## config.mk

```make
export PLATFORM = sky130hd
export DESIGN_NAME = dmem_port_arbiter
export DESIGN_NICKNAME = d
export VERILOG_FILES = /design/src/rtl/dmem_port_arbiter.sv
export SDC_FILE = /design/constraint.sdc
export NUM_CORES = 1
export LEC_CHECK = 0
export CORE_MARGIN = 4
export CORE_UTILIZATION = 39
export DETAILED_ROUTE_END_ITERATION = 8
export GPL_ROUTABILITY_DRIVEN = 0
export GPL_TIMING_DRIVEN = 0
export PLACE_DENSITY = 0.85
export RECOVER_POWER = 50
export SLEW_MARGIN = 20
export SYNTH_ARGS = -nofsm -noshare
export SYNTH_HDL_FRONTEND = slang
export SYNTH_SLANG_ARGS = --single-unit
```

## constraint.sdc

```tcl
create_clock -name clk -period 5.25 [get_ports clk]
set_input_delay 1.05 -clock clk [delete_from_list [all_inputs] [get_ports clk]]
set_output_delay 1.05 -clock clk [all_outputs]
set_load 0.05 [all_outputs]
```

## src/rtl/dmem_port_arbiter.sv

```systemverilog
// dmem_port_arbiter: shares the single-port data memory between the CPU DM stage and a host burst port
module dmem_port_arbiter #(
  parameter int ADDR_W     = 16,
  parameter int DATA_W     = 16,
  parameter int STARVE_MAX = 4,
  parameter int BURST_MAX  = 8
) (
  input  logic              clk,
  input  logic              rst_n,
  input  logic              cpu_re,
  input  logic              cpu_we,
  input  logic [ADDR_W-1:0] cpu_addr,
  input  logic [DATA_W-1:0] cpu_wdata,
  output logic [DATA_W-1:0] cpu_rdata,
  output logic              cpu_stall,
  input  logic              host_req,
  input  logic              host_we,
  input  logic [ADDR_W-1:0] host_addr,
  input  logic [3:0]        host_len,
  input  logic [DATA_W-1:0] host_wdata,
  output logic              host_gnt,
  output logic              host_ack,
  output logic [DATA_W-1:0] host_rdata,
  output logic              host_rvalid,
  output logic              host_done,
  output logic [ADDR_W-1:0] mem_addr,
  output logic [DATA_W-1:0] mem_wdata,
  output logic              mem_re,
  output logic              mem_we,
  input  logic [DATA_W-1:0] mem_rdata
);
  localparam int SW = $clog2(STARVE_MAX + 1);
  typedef enum logic {CPU_OWN, HOST_BURST} state_t;
  state_t            state_q, state_d;
  logic [SW-1:0]     starve_q, starve_d;
  logic [3:0]        beat_q, beat_d, len_q, len_d;
  logic [ADDR_W-1:0] addr_q, addr_d;
  logic              we_q, we_d, rvalid_q, rvalid_d;
  logic              cpu_acc, burst, gnt, last;
  logic [3:0]        len_cap;
  assign cpu_acc = cpu_re | cpu_we;
  assign burst   = state_q == HOST_BURST;
  assign len_cap = host_len > 4'(BURST_MAX - 1) ? 4'(BURST_MAX - 1) : host_len;
  assign gnt     = !burst && host_req && (!cpu_acc || starve_q == SW'(STARVE_MAX));
  assign last    = burst && beat_q == len_q;
  always_comb begin
    state_d  = state_q;
    starve_d = starve_q;
    beat_d   = beat_q;
    len_d    = len_q;
    addr_d   = addr_q;
    we_d     = we_q;
    rvalid_d = burst && !we_q;
    if (!burst) begin
      starve_d = (host_req && cpu_acc && !gnt) ? starve_q + 1'b1 : '0;
      state_d  = gnt ? HOST_BURST : CPU_OWN;
      beat_d   = '0;
      len_d    = gnt ? len_cap : len_q;
      addr_d   = gnt ? host_addr : addr_q;
      we_d     = gnt ? host_we : we_q;
    end else begin
      state_d = last ? CPU_OWN : HOST_BURST;
      beat_d  = last ? '0 : beat_q + 1'b1;
    end
  end
  always_ff @(posedge clk or negedge rst_n) begin
    if (!rst_n) begin
      state_q  <= CPU_OWN;
      starve_q <= '0;
      beat_q   <= '0;
      len_q    <= '0;
      addr_q   <= '0;
      we_q     <= 1'b0;
      rvalid_q <= 1'b0;
    end else begin
      state_q  <= state_d;
      starve_q <= starve_d;
      beat_q   <= beat_d;
      len_q    <= len_d;
      addr_q   <= addr_d;
      we_q     <= we_d;
      rvalid_q <= rvalid_d;
    end
  end
  // every output is held at zero while reset is asserted, including the memory strobes
  always_comb begin
    cpu_rdata   = '0;
    cpu_stall   = 1'b0;
    host_gnt    = 1'b0;
    host_ack    = 1'b0;
    host_rdata  = '0;
    host_rvalid = 1'b0;
    host_done   = 1'b0;
    mem_addr    = '0;
    mem_wdata   = '0;
    mem_re      = 1'b0;
    mem_we      = 1'b0;
    if (rst_n) begin
      cpu_rdata   = mem_rdata;
      host_rdata  = mem_rdata;
      host_rvalid = rvalid_q;
      host_gnt    = gnt;
      host_ack    = burst;
      host_done   = last;
      cpu_stall   = burst ? cpu_acc : gnt && cpu_acc;
      mem_addr    = burst ? addr_q + ADDR_W'(beat_q) : cpu_addr;
      mem_wdata   = burst ? host_wdata : cpu_wdata;
      mem_re      = burst ? !we_q : cpu_re && !gnt;
      mem_we      = burst ? we_q : cpu_we && !gnt;
    end
  end
endmodule

```

==> reports/summary.txt <==
Count of port buffers added during placement = 160
Worst hold-check path type = flop to flop
DIE WIDTH = 86.51 um
CP top delay family = buffers and inverters
Sequential Power Share = 24.8%
Design area = 4160 sq um
Clock network power share = 9.4%
Hold Vio Cnt, Final = 0
Worst Path Max Fanout = 31
Critical path endpoint = mem_addr[9]
TritonCTS clock tree = yes
Drt initial violations = 89
Antenna cell count = 0
Crit. End Element = primary output
Type of the worst setup path = input port to primary output
Top cell by count, worst path = clkbuf_1
Count of pins over their slew limit = 0
Ys Warns = 0
Final ANT Viol Nets = 0
Crit-path cells = buf_2, clkbuf_1, clkbuf_1, o21ai_0, a31oi_1, clkdlybuf4s50_1
Post-CTS sizing = 0
Hpwl dp = 7006 um
Main flop type after synthesis = dfrtp_1
Final critical path time including I/O delays and setup = 4.648 ns
Placed cell area = 4094 sq um
Sink Count = 30
Filler instances = 497
R2r endpoint = addr_q[12]$_DFFE_PN0P_
Crit path from = rst_n
DP Cell Count = 507
Vias in the first global route = 2,595
CP peak stage delay = 0.84 ns
First-pass GRT wire length = 12,950 um
Remaining global-route overflow = 0
Worst-Skew Late Latency = 0.28 ns
Worst EP arrival = 3.60 ns
Clk root buf = clkbuf_8
Hold buffers post-CTS = 0
Largest net degree at the start of global routing = 32
Mapped Cells = 272
Syn_area_per_cell = 8.837 sq um
Starting density of the core = 40.36%
H-tree depth = 2
Sw Pwr = 904.4 uW
Row cnt = 28
Clock Skews = 0.004790 ns
CTS clock-pin slew for the worst setup and hold paths = 0.06 ns
Via density = 5.064
Final number of setup-violating endpoints = 0
Distinct cells, synth = 42
Startpoint Class = input port
Status = complete, no violations
WP buf/inv = 4
Via count = 2,603
DR pass1 iterations = 4
Area delta synth->final = 73.09%
Commonest non-fill, non-tap cell in the layout = clkdlybuf4s50_1
Crit path depth = 6
Post-Route WL = 8496 um
IO Count = 161
Post-synth EDFFs = 0
Max cap viols = 0
Synth Cell Area = 2404 sq um
CTS buffer count = 5
PwrDens = 436.0 nW/um^2
Syn_nets = 370
Post-synthesis sequential area ratio = 31.23%
Reg2Reg Depth = 7
Share of cells above drive strength 1 = 9.795%
Reg2Reg Launch Point = starve_q[0]$_DFFE_PN0N_
Non-Filler Instances = 514
Nets = 537
Leakage = 1.727 nW
Clock buffer depth = 2
P_int = 909.5 uW
Core ar. = 5956 sq um
Peak supply drop = 0.0003141 V
Hold_sp = we_q$_DFFE_PN0P_
# DRC = 0
Logic pwr share = 65.8%
Fin crit share = 88.54%
Max stage delay cell, worst path = clkdlybuf4s50_1
Die height = 86.51 um
Critical path required time = 4.20 ns
Net Sw Frac = 49.86%
GR Util All Layers = 22.51%
R2R setup slack = 3.04 ns
Initial antenna violation count = 0
Wire length per cell = 16.53 um
Die ar. = 7483 sq um
RSZ-0062 raised after global routing = false
Setup Fix Bufs, Post-CTS = 0
Fmax = 0.2151 GHz
Post-synth ARST share = 100.0%
Normalized max-slew margin = 46.51%
Most frequent cells in the layout = clkdlybuf4s50_1, dfrtp_1, o21ai_0, nor2b_1, and2_1
Fin util = 69.85%
Post-synthesis register bit count = 30
Worst slew pin tran = 0.7975 ns
-- how the worst min path moves through the flow --
| stage | end | cells past startpoint | slack, ns |
|---|---|---|---|
| final | rvalid_q$_DFF_PN0_ | 1 | 0.47 |
| after global routing | rvalid_q$_DFF_PN0_ | 1 | 0.51 |
| after CTS | rvalid_q$_DFF_PN0_ | 1 | 0.46 |
| after detailed placement | rvalid_q$_DFF_PN0_ | 1 | 0.46 |
| after global placement | rvalid_q$_DFF_PN0_ | 1 | 0.44 |
| after floorplan | rvalid_q$_DFF_PN0_ | 1 | 0.43 |
-- cell usage after synthesis (all sizes together), types with 3 or more instances --
| master | count | share of area [%] |
|---|---|---|
| dfrtp | 30 | 31 |
| buf | 23 | 6.5 |
| o21ai | 22 | 4.6 |
| nor2b | 21 | 5.5 |
| and2 | 19 | 4.9 |
| mux2i | 18 | 7.5 |
| nand2 | 17 | 2.7 |
| mux2 | 14 | 6.6 |
| nor2 | 14 | 2.2 |
| a21oi | 11 | 2.3 |
| clkbuf | 9 | 1.4 |
| xnor2 | 9 | 3.3 |
| inv | 8 | 1.2 |
| ha | 7 | 3.6 |
| and3 | 6 | 1.8 |
| a31oi | 4 | 1.0 |
| nand3 | 4 | 0.83 |
| nand4 | 4 | 1.7 |
| a21o | 3 | 0.94 |
| nor3b | 3 | 0.94 |
| nor4 | 3 | 1.0 |
| or3 | 3 | 0.78 |
| xor2 | 3 | 1.1 |
-- state kept, by name, indices dropped and copies added (netlist names) --
register and cells:
we_q 1, rvalid_q 1, len_q 4, starve_q 3
burst 1, addr_q 16, beat_q 4
-- power groups by stage --
stage                     Clock (mW)  Combinational [mW]  Sequential, mW
final                          0.171                1.19           0.450
after global routing           0.186                1.28           0.467
after CTS                      0.176                1.21           0.448
after detailed placement           0                1.20           0.452
after global placement             0                1.18           0.441
after floorplan                    0               0.838           0.419
-- routing by layer --
layer / global-route usage (%) / vias up / part of all wire, %
li1: - / 1270 / -
met1: 27.29 / 1180 / 38
met2: 39.01 / 137 / 50
met3: 5.513 / 16 / 10
met4: 7.365 / 0 / 2.0
met5: 0 / - / 0
-- area by class of cell --
class / count / area [sq um] / share of cell area [%]
plain buffers: 32 / 183.9 / 4.421
flip-flops and latches: 30 / 750.7 / 18.05
inverters: 8 / 30.03 / 0.7218
clock buffers: 7 / 76.32 / 1.835
multi-input cells: 202 / 1429 / 34.35
repair buffers: 160 / 1597 / 38.38
well taps: 75 / 93.84 / 2.256
-- cell families after synthesis --
logic type	after synthesis	synth area share [%]
AND/OR/NAND/NOR	96	22.70
AO/OA/AOI/OAI	54	14.06
buffers and inverters	40	9.110
multiplexers	32	14.06
flip-flops	30	31.23
XOR/XNOR	12	4.373
adder cells (fa/ha/maj)	8	4.477
-- stage by stage --
| stage | TNS [ns] | total power [mW] | hold WS [ns] | setup slack (ns) |
|---|---|---|---|---|
| 5_1_grt | 0 | 1.932 | 0.5131 | 0.2819 |
| 2_1_floorplan | 0 | 1.258 | 0.4285 | 1.532 |
| 3_3_place_gp | -7.029 | 1.620 | 0.4443 | -0.2926 |
| 3_5_place_dp | 0 | 1.656 | 0.4560 | 0.6191 |
| 4_1_cts | 0 | 1.834 | 0.4639 | 0.5799 |
| 6_report | 0 | 1.814 | 0.4716 | 0.6017 |
(Power assumes the default switching activity.)
